`src/rtl/rtc_calendar.sv`:
```
`default_nettype none
// ============================================================================
// Module   : rtc_calendar
// Purpose  : Time-of-day and Gregorian calendar counter advanced by a 1 Hz
//            enable, with a per-field increment setup mode.
// Revision : 1.0 - initial release
// ============================================================================
module rtc_calendar #(
    parameter int YEAR_BASE = 2000,
    parameter int YEAR_SPAN = 100,
    parameter int RST_DOW   = 6
) (
    input  logic       clk,
    input  logic       rst_n,
    input  logic       i_tick,
    input  logic       i_set_en,
    input  logic [2:0] i_set_sel,
    input  logic       i_set_inc,
    output logic [5:0] o_sec,
    output logic [5:0] o_min,
    output logic [4:0] o_hr,
    output logic [4:0] o_date,
    output logic [3:0] o_month,
    output logic [6:0] o_year,
    output logic [2:0] o_dow,
    output logic [5:0] o_hit
);

    localparam logic [6:0] c_YEAR_MAX = 7'(YEAR_SPAN - 1);
    localparam logic [2:0] c_RST_DOW  = 3'(RST_DOW);

    localparam logic [2:0] c_SEL_SEC   = 3'd0;
    localparam logic [2:0] c_SEL_MIN   = 3'd1;
    localparam logic [2:0] c_SEL_HR    = 3'd2;
    localparam logic [2:0] c_SEL_DATE  = 3'd3;
    localparam logic [2:0] c_SEL_MONTH = 3'd4;
    localparam logic [2:0] c_SEL_YEAR  = 3'd5;
    localparam logic [2:0] c_SEL_DOW   = 3'd6;

    logic [5:0] r_sec, r_min, w_sec, w_min, r_hit, w_hit;
    logic [4:0] r_hr, r_date, w_hr, w_date, w_dim;
    logic [3:0] r_month, w_month;
    logic [6:0] r_year, w_year;
    logic [2:0] r_dow, w_dow;

    function automatic logic [4:0] days_in_month(input logic [3:0] month, input logic [6:0] year);
        logic [15:0] y;
        logic        leap;
        y    = 16'(YEAR_BASE) + {9'd0, year};
        leap = (y[1:0] == 2'b00) && (((y % 16'd100) != 16'd0) || ((y % 16'd400) == 16'd0));
        case (month)
            4'd2:                   return leap ? 5'd29 : 5'd28;
            4'd4, 4'd6, 4'd9, 4'd11: return 5'd30;
            default:                return 5'd31;
        endcase
    endfunction

    function automatic logic [4:0] clamp_date(input logic [4:0] date, input logic [4:0] dim);
        return (date > dim) ? dim : date;
    endfunction

    always_comb begin
        w_sec   = r_sec;
        w_min   = r_min;
        w_hr    = r_hr;
        w_date  = r_date;
        w_month = r_month;
        w_year  = r_year;
        w_dow   = r_dow;
        w_hit   = 6'd0;
        w_dim   = days_in_month(r_month, r_year);

        if (i_set_en) begin
            // Setup edits wrap inside their own field; month/year edits re-clamp the date.
            if (i_set_inc) begin
                case (i_set_sel)
                    c_SEL_SEC:   w_sec  = (r_sec == 6'd59) ? 6'd0 : r_sec + 6'd1;
                    c_SEL_MIN:   w_min  = (r_min == 6'd59) ? 6'd0 : r_min + 6'd1;
                    c_SEL_HR:    w_hr   = (r_hr == 5'd23) ? 5'd0 : r_hr + 5'd1;
                    c_SEL_DATE:  w_date = (r_date == w_dim) ? 5'd1 : r_date + 5'd1;
                    c_SEL_MONTH: begin
                        w_month = (r_month == 4'd12) ? 4'd1 : r_month + 4'd1;
                        w_date  = clamp_date(r_date, days_in_month(w_month, r_year));
                    end
                    c_SEL_YEAR: begin
                        w_year = (r_year == c_YEAR_MAX) ? 7'd0 : r_year + 7'd1;
                        w_date = clamp_date(r_date, days_in_month(r_month, w_year));
                    end
                    c_SEL_DOW:   w_dow  = (r_dow == 3'd6) ? 3'd0 : r_dow + 3'd1;
                    default: ;
                endcase
            end
        end else if (i_tick) begin
            if (r_sec != 6'd59) begin
                w_sec = r_sec + 6'd1;
            end else begin
                w_sec    = 6'd0;
                w_hit[0] = 1'b1;
                if (r_min != 6'd59) begin
                    w_min = r_min + 6'd1;
                end else begin
                    w_min    = 6'd0;
                    w_hit[1] = 1'b1;
                    if (r_hr != 5'd23) begin
                        w_hr = r_hr + 5'd1;
                    end else begin
                        w_hr     = 5'd0;
                        w_hit[2] = 1'b1;
                        w_dow    = (r_dow == 3'd6) ? 3'd0 : r_dow + 3'd1;
                        if (r_date != w_dim) begin
                            w_date = r_date + 5'd1;
                        end else begin
                            // Date restarts at 1, so a month/year carry never needs a clamp.
                            w_date   = 5'd1;
                            w_hit[3] = 1'b1;
                            if (r_month != 4'd12) begin
                                w_month = r_month + 4'd1;
                            end else begin
                                w_month  = 4'd1;
                                w_hit[4] = 1'b1;
                                if (r_year != c_YEAR_MAX) begin
                                    w_year = r_year + 7'd1;
                                end else begin
                                    w_year   = 7'd0;
                                    w_hit[5] = 1'b1;
                                end
                            end
                        end
                    end
                end
            end
        end
    end

    always_ff @(posedge clk or negedge rst_n) begin
        if (!rst_n) begin
            r_sec   <= 6'd0;
            r_min   <= 6'd0;
            r_hr    <= 5'd0;
            r_date  <= 5'd1;
            r_month <= 4'd1;
            r_year  <= 7'd0;
            r_dow   <= c_RST_DOW;
            r_hit   <= 6'd0;
        end else begin
            r_sec   <= w_sec;
            r_min   <= w_min;
            r_hr    <= w_hr;
            r_date  <= w_date;
            r_month <= w_month;
            r_year  <= w_year;
            r_dow   <= w_dow;
            r_hit   <= w_hit;
        end
    end

    assign o_sec   = r_sec;
    assign o_min   = r_min;
    assign o_hr    = r_hr;
    assign o_date  = r_date;
    assign o_month = r_month;
    assign o_year  = r_year;
    assign o_dow   = r_dow;
    assign o_hit   = r_hit;

endmodule
`default_nettype wire

```
`config.mk`:
```
export PLATFORM = sky130hd
export DESIGN_NAME = rtc_calendar
export DESIGN_NICKNAME = d
export VERILOG_FILES = /design/src/rtl/rtc_calendar.sv
export SDC_FILE = /design/constraint.sdc
export NUM_CORES = 1
export LEC_CHECK = 0
export CAP_MARGIN = 20
export CORE_ASPECT_RATIO = 0.5
export CORE_UTILIZATION = 35
export DETAILED_ROUTE_END_ITERATION = 8
export SYNTH_ARGS = -nofsm -noshare
export SYNTH_HDL_FRONTEND = slang
export SYNTH_SLANG_ARGS = --single-unit
```
`constraint.sdc`:
```
create_clock -name clk -period 21.2 [get_ports clk]
set_clock_uncertainty 0.2 [all_clocks]
set_input_delay 3.18 -clock clk [delete_from_list [all_inputs] [get_ports clk]]
set_output_delay 3.18 -clock clk [all_outputs]
set_load 0.02 [all_outputs]
```
## After elaboration in Yosys (flattened, before gate mapping)

Index checks and enable logic that the tools add are counted.

- Register bits after elaboration: 42
- Bits in latches: 0
- Bits in writable memories: 0
- ROM bits: 0
- Input bits: 8
- Output and inout bits: 42
- Word-level logic and storage cells: 168
- Memories kept: 0

- Add/subtract/negate cells: 9
- Multipliers: 0
- Div/mod/pow operators: 4
- Order comparisons: 2
- Equal/unequal tests: 44
- Shift operators: 0
- Mux-type cells: 80
- Bitwise operators: 0
- Reduce and logical (&&, ||, !) cells: 21

Operators by type and width:

| kind | number |
|---|---|
| $mux 5 | 25 |
| $mux 6 | 16 |
| $mux 7 | 11 |
| $mux 4 | 11 |
| $logic_not 16->1 | 2 |
| $mod 16x7->16 const B | 2 |
| $mod 16x9->16 const B | 2 |
| $reduce_bool 16->1 | 2 |
| $mux 3 | 9 |
| $add 11x7->12 const A | 2 |
| $eq 4x4->1 const B | 5 |
| $eq 4x3->1 const B | 4 |
| $reduce_and 8->1 | 2 |
| $pmux 5 s3 | 1 |
| $ne 2x1->1 const B | 7 |
| $add 6x1->6 const B | 2 |
| $eq 3x3->1 const B | 4 |
| $eq 6x6->1 const B | 2 |
| $ne 6x6->1 const B | 2 |
| $pmux 2 s2 | 3 |
| $add 5x1->5 const B | 2 |
| $gt 5x5->1 | 2 |
| $ne 2x2->1 const B | 5 |
| $eq 4x2->1 const B | 2 |
| 27 further kinds | 35 |

## Logic depth before layout (Yosys ltp)

- Depth in word-level cells: 17
- Mapped depth: 43
- Gate-level depth less buffers: 40

## Worst setup path before layout

No wires, ideal clock.

- Path kind: register to register
- Start point: register r_year[4] (netlist: o_year[4])
- End point: register r_date[0] (netlist: o_date[0])
- Library setup time: 0.080 ns
- Arrival: 8.568 ns
- Required time: 20.920 ns
- Slack: 12.351 ns
- Stages on the path, launching flop included: 40
- Path buffers: 3
- Period minus slack after synthesis: 8.849 ns
- Path through: dfrtp_1 -> buf_2 -> inv_1 -> ha_1 -> nand4b_1 -> a21oi_1 -> a311o_1 -> inv_1 -> clkbuf_1 -> ha_1 -> inv_1 -> ha_1 -> ha_1 -> buf_1 -> nor3_1 -> nor3b_1 -> a31o_2 -> o31a_1 -> (+4 left out) -> o311a_1 -> a311oi_2 -> mux2i_1 -> a22oi_1 -> nor4_1 -> nor2b_1 -> a211o_1 -> nand3_1 -> and2_1 -> ha_1 -> a21oi_1 -> a21oi_1 -> nor3_1 -> a31oi_1 -> a211oi_1 -> nand3_1 -> a31o_2 -> o221a_2

- Longest elaborated chain between the ends: 16
- Elaborated cells on any way between the ends: 47
- Classes of those cells: add/sub (3); div (4); order compare (2); eq/ne (5); mux (23); reduce/logical (10)

RTL lines:

| what | line | text |
|---|---|---|
| from (decl) | 43 | `logic [6:0] r_year, w_year;` |
| from (signal assigned) | 151 | `r_year <= w_year;` |
| parallel branches: the longest is 16 deep, another holds $mod 16x7->16 | - |  |
| to (signal assigned) | 149 | `r_date <= w_date;` |
| to (decl) | 41 | `logic [4:0] r_hr, r_date, w_hr, w_date, w_dim;` |

Several ways; the timed one is not identified. The select of a mux whose other input is x is not followed.
A chain may end at the register's enable or synchronous reset.

## Final worst setup path

Ends and elaborated chain as after synthesis.

==> impl_metrics.py <==
metrics = {
    "layout": {
        "area_delta_synth_final_pct": 11.5,
        "final_common_cell": "nand2_1",
        "stdcell_count": 1204,
        "drive_gt1_share_pct": 7.62,
        "antenna_cells": 0,
        "nets": 985,
        "fin_util_pct": 40.7,
        "final_cell_mix": "nand2_1, nor2_1, a21oi_1, o21ai_0, clkdlybuf4s50_1",
    },
    "synth": {
        "synth.cell_area_sq_um": 6850,
        "synth_flop_cell": "dfrtp_1",
        "syn-num-nets": 968,
        "ys_seq_area_share_pct": 15.4,
        "synth_cell_type_count": 97,
        "synth_enable_flop_cells": 0,
        "async_flop_share_pct": 100,
        "synth-seq-cells": 42,
        "synth.avg_cell_area_sq_um": 7.39,
        "synth_cells": 927,
        "ys_warn_count": 0,
    },
    "setup_path": {
        "cp_slowest_cell": "a311oi_1",
        "critical_path_class": "reg2reg",
        "cpPeakStageDelay_ps": 680,
        "arrival_ps": 10870,
        "critPathMaxFanout": 21,
        "required_ps": 21220,
        "rrSetupSlack_ps": 10350,
        "crit_top_cell": "ha_1",
        "start_kind": "flip-flop",
        "crit_path_end_kind": "flip-flop",
    },
    "hold_path": {
        "holdCritPathClass": "reg2reg",
    },
    "timing": {
        "hold_viol_final": 0,
        "period_needed_ps": 10850,
        "tightestPinTransition_ps": 1080,
        "finalSetupTns_ps": 0,
        "period_share_pct": 51.2,
        "timing.slew.headroom_pct": 28.1,
        "fmax_mhz": 92.2,
        "slew_viol_final": 0,
        "setup_viol": 0,
        "rsz0062_at_grt": "no",
    },
    "clock_network": {
        "ctsHoldBuffers": 0,
        "insertion_delay_ps": 290,
        "htreeDepth": 2,
        "clkTransAtPathRegs_ps": 60,
        "cts_setup_buffers": 0,
        "cts_buffer_depth": 2,
        "cts_inserted_buffers": 5,
        "cts_tree": "yes",
        "cts.sinks": 42,
        "ctsResizeCount": 0,
        "root_buffer": "clkbuf_16",
    },
    "die": {
        "num_rows": 35,
        "dieArea_sq_um": 20200,
        "initial_core_util_pct": 36.5,
        "die_x_um": 200,
        "pin_count": 50,
        "fp.dieH_um": 101,
        "core_sq_um": 18800,
    },
    "placed_design": {
        "gp_congestion": 0.938,
        "hpwlAfterDp_mm": 15.9,
        "port_buffers": 49,
        "placedCellCount": 1195,
    },
    "flow_run": {
        "cap_violations": 0,
    },
    "global_route": {
        "grt_pass1_wl_mm": 33.8,
        "use_met2_pct": 31.0,
        "grt_pass1_vias": 6609,
        "use_met3_pct": 2.91,
        "grt_busiest_layer": "met2",
        "grt_usage_pct": 20.2,
        "use_met1_pct": 29.6,
        "grt_remaining_overflow": 0,
        "antenna_found_initial": 0,
        "grt_max_degree": 43,
    },
    "routing": {
        "drc_errors": 0,
        "avgViaCountPerCell": 6.21,
        "drt_pre_antenna_iters": 5,
        "drt_iter0_drc": 841,
        "drt_wl_total_mm": 20.7,
        "final_antenna_net_count": 0,
        "vias": 7477,
        "wire_per_inst_um": 17.2,
    },
    "power": {
        "combPwrFrac_pct": 49.6,
        "power_frac_clock_pct": 18.1,
        "power.internal_mw": 0.239,
        "leakage_nw": 2.93,
        "p_switching_mw": 0.187,
        "power.density_nw_per_um2": 55.8,
        "swShare_pct": 43.9,
        "ir_drop_v": 0.0000345,
        "seqPwrFrac_pct": 32.3,
    },
    "status": {
        "status": "completed",
    },
}
==> worst max-delay path, delay by kind of cell, from the launching register on <==
family / cells / cell delay, ps
AO/OA/AOI/OAI: 17 / 4670
AND/OR/NAND/NOR: 11 / 1880
adder cells (fa/ha/maj): 5 / 1520
buffers and inverters: 6 / 1390
flip-flops: 1 / 620
multiplexers: 1 / 430
XOR/XNOR: 1 / 80
==> layer usage <==
metal | vias up | share of wire, %
met4 | 0 | 1.4
met3 | 33 | 6.3
met1 | 3545 | 50
met2 | 299 | 42
met5 | - | 0
li1 | 3600 | -
==> final cells by class <==
cell class | instances | area, sq um
Sequential cell | 42 | 1060
Inverter | 41 | 156
Timing Repair Buffer | 53 | 513
Fill cell | 1879 | 11100
Clock inverter | 3 | 21.3
Tap cell | 259 | 324
Multi-Input combinational cell | 801 | 5450
Clock buffer | 5 | 125
==> cells by family (layout without fill, tap and decap cells) <==
group,count (synthesis),count (layout),synth area share (%)
adder cells (fa/ha/maj),33,33,6.02
AO/OA/AOI/OAI,334,334,36.3
AND/OR/NAND/NOR,364,364,26.6
buffers and inverters,84,102,5.11
multiplexers,39,39,6.15
flip-flops,42,42,15.4
XOR/XNOR,31,31,4.34
==> power by group through the flow <==
stage	clock network, mW	logic [mW]	registers [mW]
after floorplan	0	0.112	0.157
after global placement	0	0.208	0.139
after detailed placement	0	0.210	0.139
after CTS	0.0789	0.211	0.138
after global routing	0.0816	0.233	0.143
final	0.0773	0.211	0.138
==> cells in the mapped netlist, types with 10 or more instances <==
master	n	share of area [%]
mux2_2	12	2.0
a31oi_1	15	1.4
a211o_1	12	1.5
xnor2_1	27	3.5
o22ai_1	11	1.0
nor3_1	35	2.6
a21o_1	14	1.5
and3_1	10	0.91
ha_1	33	6.0
nand4_1	13	1.2
o21ai_0	53	3.9
o31ai_1	10	1.1
nand2_1	104	5.7
clkbuf_1	29	1.6
dfrtp_1	38	14
mux2i_1	23	3.4
nand2b_1	12	1.1
nand3_1	44	3.2
a211oi_1	18	2.0
nor2b_1	10	0.91
inv_1	37	2.0
o211ai_1	10	1.1
nor2_1	72	3.9
a21oi_1	59	4.3
a22oi_1	10	1.1
==> registers in the layout, indices dropped and copies added, names as in the netlist <==
signal / flops
o_date: 5
o_dow: 3
o_hit: 6
o_hr: 5
o_min: 6
o_month: 4
o_sec: 6
o_year: 7
==> worst paths after layout <==
kind | start | end | cells past startpoint
max reg2reg | o_year[4]$_DFFE_PN0P_ | o_date[0]$_DFFE_PN1P_ | 41
min | o_dow[1]$_DFFE_PN1P_ | o_dow[1]$_DFFE_PN1P_ | 2
max in group asynchronous | rst_n | o_date[3]$_DFFE_PN0P_ | 1
max | o_year[4]$_DFFE_PN0P_ | o_date[0]$_DFFE_PN1P_ | 41
min in group asynchronous | rst_n | o_sec[4]$_DFFE_PN0P_ | 1
min reg2reg | o_dow[1]$_DFFE_PN1P_ | o_dow[1]$_DFFE_PN1P_ | 2
==> stage by stage <==
stage / hold WS (ps) / instance area, sq um / worst slack, ps / power [mW]
after detailed placement: 305 / 7490 / 10260 / 0.350
after floorplan: 333 / 6850 / 12350 / 0.269
after CTS: 318 / 7640 / 10190 / 0.428
final: 312 / 7640 / 10350 / 0.426
after global routing: 335 / 7640 / 9430 / 0.458
after global placement: 302 / 7490 / 10710 / 0.347
Note: power is estimated with default switching activity, not from simulation.
